==> src/rtl/sevenseg_scan_if.sv <==
// Display bus for sevenseg_scan: the shadow-load inputs and the scanned
// segment/digit outputs, sized by the number of digits.
interface sevenseg_scan_if #(
  parameter int DIGITS = 4
) ();
  logic [4*DIGITS-1:0] value;
  logic [DIGITS-1:0]   dp_in;
  logic [DIGITS-1:0]   blank;
  logic                load;
  logic [6:0]          seg;
  logic                dp;
  logic [DIGITS-1:0]   an;
  logic                frame_tick;

  // Producer of display data; observes the scanned outputs.
  modport master (
    output value, dp_in, blank, load,
    input  seg, dp, an, frame_tick
  );

  // The scanner: takes display data, drives the panel.
  modport slave (
    input  value, dp_in, blank, load,
    output seg, dp, an, frame_tick
  );
endinterface

==> src/rtl/sevenseg_scan.sv <==
// Multiplexed seven-segment scanner.
// Display data is captured into shadow registers on load and shown one digit
// per slot of CLK_DIV clocks; the first clock of every slot is dead time with
// all digits off to avoid ghosting. seg/dp/an/frame_tick are registered.
// Optional feature: define SEVENSEG_LZB_EN for leading-zero blanking.
module sevenseg_scan #(
  parameter int DIGITS        = 4,
  parameter int CLK_DIV       = 50000,
  parameter int AN_ACTIVE_LOW = 1
) (
  input  logic           clk,
  input  logic           rst,
  sevenseg_scan_if.slave bus
);

  localparam int CNT_W = $clog2(CLK_DIV);
  localparam int IDX_W = (DIGITS > 1) ? $clog2(DIGITS) : 1;
  localparam logic [CNT_W-1:0]  CNT_MAX = CNT_W'(CLK_DIV - 1);
  localparam logic [IDX_W-1:0]  IDX_MAX = IDX_W'(DIGITS - 1);
  localparam logic [DIGITS-1:0] AN_OFF  = (AN_ACTIVE_LOW != 0) ? {DIGITS{1'b1}} : {DIGITS{1'b0}};
  localparam logic [6:0]        SEG_OFF = 7'b1111111;

  // Hex nibble to active-low {g,f,e,d,c,b,a}.
  function automatic logic [6:0] hex_to_seg(input logic [3:0] nib);
    logic [6:0] s;
    case (nib)
      4'h0:    s = 7'b1000000;
      4'h1:    s = 7'b1111001;
      4'h2:    s = 7'b0100100;
      4'h3:    s = 7'b0110000;
      4'h4:    s = 7'b0011001;
      4'h5:    s = 7'b0010010;
      4'h6:    s = 7'b0000010;
      4'h7:    s = 7'b1111000;
      4'h8:    s = 7'b0000000;
      4'h9:    s = 7'b0011000;
      4'hA:    s = 7'b0001000;
      4'hB:    s = 7'b0000011;
      4'hC:    s = 7'b1000110;
      4'hD:    s = 7'b0100001;
      4'hE:    s = 7'b0000110;
      4'hF:    s = 7'b0001110;
      default: s = SEG_OFF;
    endcase
    return s;
  endfunction

  logic [CNT_W-1:0]    cnt_q, cnt_d;
  logic [IDX_W-1:0]    idx_q, idx_d;
  logic [4*DIGITS-1:0] val_sh_q, val_sh_d;
  logic [DIGITS-1:0]   dpm_sh_q, dpm_sh_d;
  logic [DIGITS-1:0]   blk_sh_q, blk_sh_d;
  logic [6:0]          seg_q, seg_d;
  logic                dp_q, dp_d;
  logic [DIGITS-1:0]   an_q, an_d;
  logic                frame_tick_q, frame_tick_d;

  logic                slot_end_s;
  logic [DIGITS-1:0]   blank_eff_s;
  logic [DIGITS-1:0]   onehot_s;
  logic [3:0]          nibble_s;
  logic                dp_req_s;
  logic                dig_blank_s;
  logic                dark_s;

`ifdef SEVENSEG_LZB_EN
  logic [DIGITS-1:0]   lzb_s;
  logic                zero_above_s;

  // Leading-zero mask: digit i>0 goes dark while it and all higher nibbles are zero.
  always_comb begin
    lzb_s        = '0;
    zero_above_s = 1'b1;
    for (int i = DIGITS - 1; i > 0; i--) begin
      zero_above_s = zero_above_s & (val_sh_q[4*i +: 4] == 4'h0);
      lzb_s[i]     = zero_above_s;
    end
  end

  assign blank_eff_s = blk_sh_q | lzb_s;
`else
  assign blank_eff_s = blk_sh_q;
`endif

  // Prescaler, digit index, frame pulse and shadow capture.
  always_comb begin
    slot_end_s   = (cnt_q == CNT_MAX);
    cnt_d        = cnt_q + CNT_W'(1);
    idx_d        = idx_q;
    frame_tick_d = 1'b0;
    if (slot_end_s) begin
      cnt_d = '0;
      if (idx_q == IDX_MAX) begin
        idx_d        = '0;
        frame_tick_d = 1'b1;
      end else begin
        idx_d = idx_q + IDX_W'(1);
      end
    end else begin
      cnt_d = cnt_q + CNT_W'(1);
    end
    if (bus.load) begin
      val_sh_d = bus.value;
      dpm_sh_d = bus.dp_in;
      blk_sh_d = bus.blank;
    end else begin
      val_sh_d = val_sh_q;
      dpm_sh_d = dpm_sh_q;
      blk_sh_d = blk_sh_q;
    end
  end

  // Select the current digit's data and form the next panel outputs.
  always_comb begin
    onehot_s    = '0;
    nibble_s    = 4'h0;
    dp_req_s    = 1'b0;
    dig_blank_s = 1'b0;
    for (int i = 0; i < DIGITS; i++) begin
      if (idx_q == IDX_W'(i)) begin
        onehot_s[i] = 1'b1;
        nibble_s    = val_sh_q[4*i +: 4];
        dp_req_s    = dpm_sh_q[i];
        dig_blank_s = blank_eff_s[i];
      end else begin
        onehot_s[i] = 1'b0;
      end
    end
    dark_s = (cnt_q == '0) || dig_blank_s;
    if (dark_s) begin
      seg_d = SEG_OFF;
      dp_d  = 1'b1;
      an_d  = AN_OFF;
    end else begin
      seg_d = hex_to_seg(nibble_s);
      dp_d  = ~dp_req_s;
      if (AN_ACTIVE_LOW != 0) begin
        an_d = ~onehot_s;
      end else begin
        an_d = onehot_s;
      end
    end
  end

  // State and output registers; reset darkens the panel immediately.
  always_ff @(posedge clk or posedge rst) begin
    if (rst) begin
      cnt_q        <= '0;
      idx_q        <= '0;
      val_sh_q     <= '0;
      dpm_sh_q     <= '0;
      blk_sh_q     <= '0;
      seg_q        <= SEG_OFF;
      dp_q         <= 1'b1;
      an_q         <= AN_OFF;
      frame_tick_q <= 1'b0;
    end else begin
      cnt_q        <= cnt_d;
      idx_q        <= idx_d;
      val_sh_q     <= val_sh_d;
      dpm_sh_q     <= dpm_sh_d;
      blk_sh_q     <= blk_sh_d;
      seg_q        <= seg_d;
      dp_q         <= dp_d;
      an_q         <= an_d;
      frame_tick_q <= frame_tick_d;
    end
  end

  assign bus.seg        = seg_q;
  assign bus.dp         = dp_q;
  assign bus.an         = an_q;
  assign bus.frame_tick = frame_tick_q;

endmodule

==> src/flat_wrapper.sv <==
// flat-port wrapper written by rule: the top's interface ports become plain ports
module sevenseg_scan_flat 
#(
  parameter int DIGITS        = 4,
  parameter int CLK_DIV       = 50000,
  parameter int AN_ACTIVE_LOW = 1
)
  (clk, rst, bus_value, bus_dp_in, bus_blank, bus_load, bus_seg, bus_dp, bus_an, bus_frame_tick);
  sevenseg_scan_if #(.DIGITS(DIGITS)) bus_i ();
  input  logic clk;
  input  logic rst;
  input wire logic [$bits(bus_i.value)-1:0] bus_value;
  input wire logic [$bits(bus_i.dp_in)-1:0] bus_dp_in;
  input wire logic [$bits(bus_i.blank)-1:0] bus_blank;
  input wire logic [$bits(bus_i.load)-1:0] bus_load;
  output wire logic [$bits(bus_i.seg)-1:0] bus_seg;
  output wire logic [$bits(bus_i.dp)-1:0] bus_dp;
  output wire logic [$bits(bus_i.an)-1:0] bus_an;
  output wire logic [$bits(bus_i.frame_tick)-1:0] bus_frame_tick;
  assign bus_i.value = bus_value;
  assign bus_i.dp_in = bus_dp_in;
  assign bus_i.blank = bus_blank;
  assign bus_i.load = bus_load;
  assign bus_seg = bus_i.seg;
  assign bus_dp = bus_i.dp;
  assign bus_an = bus_i.an;
  assign bus_frame_tick = bus_i.frame_tick;
  sevenseg_scan #(.DIGITS(DIGITS), .CLK_DIV(CLK_DIV), .AN_ACTIVE_LOW(AN_ACTIVE_LOW)) u_core (.clk(clk), .rst(rst), .bus(bus_i));
endmodule
==> config.mk <==
export PLATFORM = sky130hd
export DESIGN_NAME = sevenseg_scan_flat
export DESIGN_NICKNAME = d
export VERILOG_FILES = /design/src/rtl/sevenseg_scan_if.sv /design/src/rtl/sevenseg_scan.sv /design/src/flat_wrapper.sv
export SDC_FILE = /design/constraint.sdc
export NUM_CORES = 1
export LEC_CHECK = 0
export BUFFER_PORTS_ARGS = -buffer_cell sky130_fd_sc_hd__buf_2
export CAP_MARGIN = 0
export CORE_MARGIN = 1
export CORE_UTILIZATION = 51
export DETAILED_ROUTE_END_ITERATION = 10
export PLACE_DENSITY = 0.75
export SYNTH_ARGS = -nofsm -noshare
export SYNTH_HDL_FRONTEND = slang
export SYNTH_SLANG_ARGS = --single-unit
export TNS_END_PERCENT = 30
==> constraint.sdc <==
create_clock -name clk -period 2.54 [get_ports clk]
set_clock_uncertainty 0.2 [all_clocks]
set_input_delay 0 -clock clk [delete_from_list [all_inputs] [get_ports clk]]
set_output_delay 0 -clock clk [all_outputs]
set_load 0.02 [all_outputs]
Word-level counts from Yosys, hierarchy flattened. Memories as Yosys holds them, arrays and structs flattened. Index checks and enable logic that the tools add are counted.

Equal/unequal tests: 4. Reduce and logical (&&, ||, !) cells: 3. $add $sub $neg: 2. Multiplexer cells: 22. Bitwise logic cells: 2.

Operators by type and width (count): $mux 4 (5); $add 16x1->16 const B (1); $eq 16x16->1 const B (1); $logic_not 16->1 (1); $mux 16 (1); $mux 1 (14); $mux 7 (1); $eq 2x2->1 const B (2); $not 4->4 (1); $add 2x1->2 const B (1); $eq 2x1->1 const B (1); $logic_not 2->1 (1); $mux 2 (1); $logic_or 1x1->1 (1); $not 1->1 (1).

Memories: 1. Output and inout bits: 13. Bits of input ports: 27. Memory bits (read-only): 112. Register bits after elaboration: 55.

Memories: (name not given) (words 16, width 7, read ports 1, clocked after memory_dff 0, wr ports 0, line sevenseg_scan.sv:26) `case (nib)`.

Longest topological paths before layout.
Depth in word-level cells: 7. Gate-level depth with buffers: 12. Gate-level depth less buffers: 11.

Worst setup path before layout. OpenSTA, ideal clock, no wires.

Path type: flip-flop to flip-flop. Start point: register u_core.idx_q[1]. End point: register u_core.seg_q[3] (netlist: u_core.bus.seg[3]). Arrival: 2.223 ns. Setup time: 0.091 ns. Path slack: 0.026 ns. Period minus slack after synthesis: 2.514 ns. Stages on the path, launching flop included: 13. Data required time: 2.249 ns. Path through: dfrtp_1 -> inv_1 -> ha_1 -> clkbuf_1 -> nand3b_1 -> a311oi_1 -> a21oi_1 -> inv_1 -> ha_1 -> inv_1 -> nand3_1 -> a21oi_1 -> o31ai_1.

Word-level cells in the longest chain between the ends: 7. Elaborated cells between the ends (all ways): 15. Classes of those cells: eq/ne (3); mux (9); reduce/logical (2); memory (1).

Ends and longest elaborated chain: from (decl) (line sevenseg_scan.sv:49) `logic [IDX_W-1:0] idx_q, idx_d;`; from (signal assigned) (line sevenseg_scan.sv:159) `idx_q <= idx_d;`; $logic_not 2->1 (line sevenseg_scan.sv:120) `if (idx_q == IDX_W'(i)) begin`; $mux 4 / $mux 1 (equally long branches) (4 in a row) (line sevenseg_scan.sv:120); $mem_v2 16x7 / $logic_or 1x1->1 (equally long branches); $mux 7 (*) (line sevenseg_scan.sv:130) `if (dark_s) begin`; named net u_core.seg_d[3] (line sevenseg_scan.sv:53) `logic [6:0] seg_q, seg_d;`; to (signal assigned) (line sevenseg_scan.sv:163) `seg_q <= seg_d;`; to (decl) (line sevenseg_scan.sv:53).

The timed path passes the listed nets; every way through them passes the cells marked *. A chain may end at the register's enable or synchronous reset.

Final worst setup path.
Start point: register u_core.idx_q[0]. End point: register u_core.seg_q[3] (netlist: u_core.bus.seg[3]).

Same word-level chain as after synthesis.

==> reports/results.md <==
* 277 — total nets after synthesis
* u_core.idx_q[0] — R2R Path Start
* 0 — number of max-capacitance violations reported
* 0 — total inserted antenna cells
* 0 — number of enable flip-flop cells after synthesis
* 5270 um — final routed wirelength across all metal layers
* sky130_fd_sc_hd__dfrtp_1 — Most used DFF post-synth
* 0.357 mV — maximum VDD drop
* 4 — DRT Pass-1 Iters
* 2 — deepest clock path buffer count
* 5110 um^2 — core box area
* 140 ps — FF-to-FF setup slack
* 2410 ps — data arrival time of the critical path
* u_core.bus.seg[3] — Critical Path End
* 11.3 um^2 — Post-Syn Area per Cell
* 520 nW/um^2 — power per cell area
* 55 — total number of clock tree sinks
* 0 — number of pins exceeding their max-slew limit in the final report
* reg -> reg — category of the most critical setup path
* sky130_fd_sc_hd__clkbuf_8 — clock tree root driver cell
* 0 — antenna-violating nets left
* complete, no violations — result of the run
* register — Setup crit start kind
* 1845 — via count of the first global-routing pass
* 55 — flip-flop and latch count after synthesis
* 8710 um — first-pass GRT wire length
* 51.6% — sequential cell area fraction in the yosys report
* 380 ps — crit-path max cell delay
* 384 — number of inserted filler cells in the final layout
* 94.4% — portion of the clock cycle consumed by the worst path in the final layout
* 2690 um^2 — summed instance area of the synthesized netlist
* 2550 ps — required time of the critical path
* 0 — Hold Violations, Final
* yes — CTS tree
* 39 — count of port buffers added during placement
* u_core.bus.seg[3] — RR Endpoint
* 24.8% — Area growth syn-to-layout
* sky130_fd_sc_hd__dfrtp_1 — cell with the largest stage delay on the worst path
* 31 — maximum number of pins on one net before global-route repair
* 300 ps — Skew-Pair Late Insertion Delay
* 65.9% — core occupancy in the finished layout
* 20.8% — global-route total usage across every layer
* 3680 um — Detailed Place HPWL
* u_core.idx_q[0] — Setup crit start
* 11 — cell count of the worst reg-to-reg path
* 0 — Synth warnings
* 2990 um^2 — placement-stage cell area
* compound AO/OA/AOI/OAI gates — critical path's top delay family
* 5.21 — routed via count divided by cell count
* 26 — number of cell rows
* 347 — final net count
* 417 MHz — timing-limited maximum frequency
* 32.0% — fraction of layout instances using a drive strength above 1
* 74.7 um — floorplan die width
* 1.49 nW — LEAKAGE
* 238 — Cells after Synth
* 3360 um^2 — final standard cell area without fillers
* 5 — number of buffers created by CTS
* 40 — number of top-level design ports
* 0.843 — RePlAce Congestion
* 62.8% — Worst slew margin
* 52.7% — starting utilization of the core area
* 0 — DRC Markers
* register — Critical Path End Type
* 2400 ps — time the final worst path needs with I/O delays and setup
* sky130_fd_sc_hd__inv_1 — crit-path most repeated cell
* 0 — antenna violations before repair
* 1975 — vias after detailed routing
* 0 — grt ovf
* 100% — share of flip-flops with an asynchronous set or reset
* 558 ps — worst-margin pin slew
* 48 — Netlist cell types
* 72 — DRC violation total after the first TritonRoute iteration
* 2 — H-tree level count
* 5580 um^2 — die area
* 3 — CP bufs+invs
* 8 — critical-path maximum fanout
* in -> async — class of the tightest hold or removal check
* 74.7 um — chip height
* 0 — Finish-stage setup viols
* 90 ps — clk slew on worst S/H paths
* 11 — number of cells on the critical path
* inv_1 -> ha_2 -> nand2b_1 -> o22ai_1 -> a31oi_1 -> inv_1 -> ha_1 -> inv_1 -> nand3_1 -> a21oi_1 -> o31ai_1 — list of cells traversed by the critical path
* 13.9 um — WL per Instance
## per-layer routing
layer | track usage, % | vias up | routed length (um)
li1 | - | 976 | -
met1 | 28.5 | 943 | 2490
met2 | 34.1 | 48 | 2500
met3 | 4.02 | 8 | 179
met4 | 5.66 | 0 | 93
met5 | 0 | - | 0
## state kept, by name, indices dropped and copies added, names as in the netlist
signal                 flops
u_core.bus.frame_tick      1
u_core.idx_q               2
u_core.bus.seg             7
u_core.blank_eff_s         4
u_core.bus.dp              1
u_core.bus.an              4
u_core.val_sh_q           16
u_core.cnt_q              16
u_core.dpm_sh_q            4
## where the power goes
group	internal [mW]	switching (mW)
clock network	0.219	0.262
logic	0.142	0.147
registers	0.949	0.0287
total	1.31	0.438
## Yosys cell counts (3+ instances only)
| cell | count | area share (%) |
|---|---|---|
| sky130_fd_sc_hd__nor2_1 | 14 | 2.0 |
| sky130_fd_sc_hd__and3_1 | 3 | 0.70 |
| sky130_fd_sc_hd__xnor2_1 | 7 | 2.3 |
| sky130_fd_sc_hd__nand2_1 | 20 | 2.8 |
| sky130_fd_sc_hd__inv_1 | 10 | 1.4 |
| sky130_fd_sc_hd__a21oi_1 | 3 | 0.56 |
| sky130_fd_sc_hd__dfstp_2 | 12 | 12 |
| sky130_fd_sc_hd__mux2_2 | 24 | 10 |
| sky130_fd_sc_hd__a211oi_1 | 3 | 0.84 |
| sky130_fd_sc_hd__ha_1 | 12 | 5.6 |
| sky130_fd_sc_hd__o21ai_0 | 6 | 1.1 |
| sky130_fd_sc_hd__o211ai_1 | 3 | 0.84 |
| sky130_fd_sc_hd__nand3b_1 | 3 | 0.84 |
| sky130_fd_sc_hd__nor3_1 | 5 | 0.93 |
| sky130_fd_sc_hd__mux2i_1 | 3 | 1.1 |
| sky130_fd_sc_hd__nand4_1 | 4 | 0.93 |
| sky130_fd_sc_hd__nand3_1 | 14 | 2.6 |
| sky130_fd_sc_hd__xor2_1 | 7 | 2.3 |
| sky130_fd_sc_hd__nor2b_1 | 3 | 0.70 |
| sky130_fd_sc_hd__clkbuf_1 | 6 | 0.84 |
| sky130_fd_sc_hd__dfrtp_1 | 43 | 40 |
## kinds of logic (layout without fill, tap and decap cells)
family          count (synthesis)  in the layout  share of synthesized area (%)
xor+xnor                       14             14                           4.55
buf+inv                        19             90                           3.11
simple gates                   80             80                           15.3
compound gates                 31             31                           8.69
fa+ha+maj                      12             12                           5.57
flops                          55             55                           51.6
mux                            27             27                           11.1
## worst min path at each step
stage	slack [ps]	start	cells after the start	end
floorplan	-50	bus_blank[0]	1	u_core.blank_eff_s[0]
global placement	-130	rst	2	u_core.val_sh_q[14]
detailed placement	-120	rst	2	u_core.val_sh_q[14]
CTS	90	bus_load	2	u_core.dpm_sh_q[3]
global route	120	bus_load	2	u_core.dpm_sh_q[2]
finish	90	rst	3	u_core.val_sh_q[14]
## cell usage in the layout (no fill, tap or decap), drive strengths merged, types with 2 or more instances in the layout
master        n
buf          47
dfrtp        43
dlygate4sd3  25
mux2         24
nand2        20
nor2         15
nand3        14
dfstp        12
ha           12
inv          10
xnor2         7
xor2          7
o21ai         7
clkbuf        7
nor3          5
nand4         4
and3          4
nand3b        3
nor2b         3
a21oi         3
o211ai        3
mux2i         3
a211oi        3
or3           2
nand2b        2
and2          2
o221ai        2
o31ai         2
nor3b         2
or4           2
o31a          2
## area by class of cell
cell class	count	area (um^2)	share of cell area [%]
well taps	70	87.6	2.60
repair buffers	72	518	15.4
flip-flops and latches	55	1390	41.4
clock inverters	1	3.75	0.112
inverters	10	37.5	1.12
clock buffers	7	86.3	2.57
multi-input cells	164	1240	36.8
## stage by stage
step	hold slack, ps	std cells	total power [mW]	setup TNS (ps)	setup slack, ps
after detailed placement	-115	344	1.25	0	124
after floorplan	-48.3	238	1.17	0	25.9
after global placement	-126	344	1.25	0	179
after global routing	123	379	1.84	-18.1	-18.1
final	91.5	379	1.75	0	142
after CTS	91.6	377	1.76	0	99.1
## worst reg2reg max path, cell delays in order, from the launching register on
cell	delay [ps]
sky130_fd_sc_hd__dfrtp_1	380
sky130_fd_sc_hd__inv_1	100
sky130_fd_sc_hd__ha_2	240
sky130_fd_sc_hd__nand2b_1	140
sky130_fd_sc_hd__o22ai_1	130
sky130_fd_sc_hd__a31oi_1	200
sky130_fd_sc_hd__inv_1	110
sky130_fd_sc_hd__ha_1	330
sky130_fd_sc_hd__inv_1	80
sky130_fd_sc_hd__nand3_1	70
sky130_fd_sc_hd__a21oi_1	70
sky130_fd_sc_hd__o31ai_1	270
## repair_timing
| item | CTS | global route |
|---|---|---|
| hold buffers | 25 | 0 |
| resized for setup | 0 | 5 |
| setup endpoints to repair | 0 | 7 |
| setup buffers | 0 | 2 |
| endpoints found under the hold margin | 76 | 0 |
(Power assumes the default switching activity.)
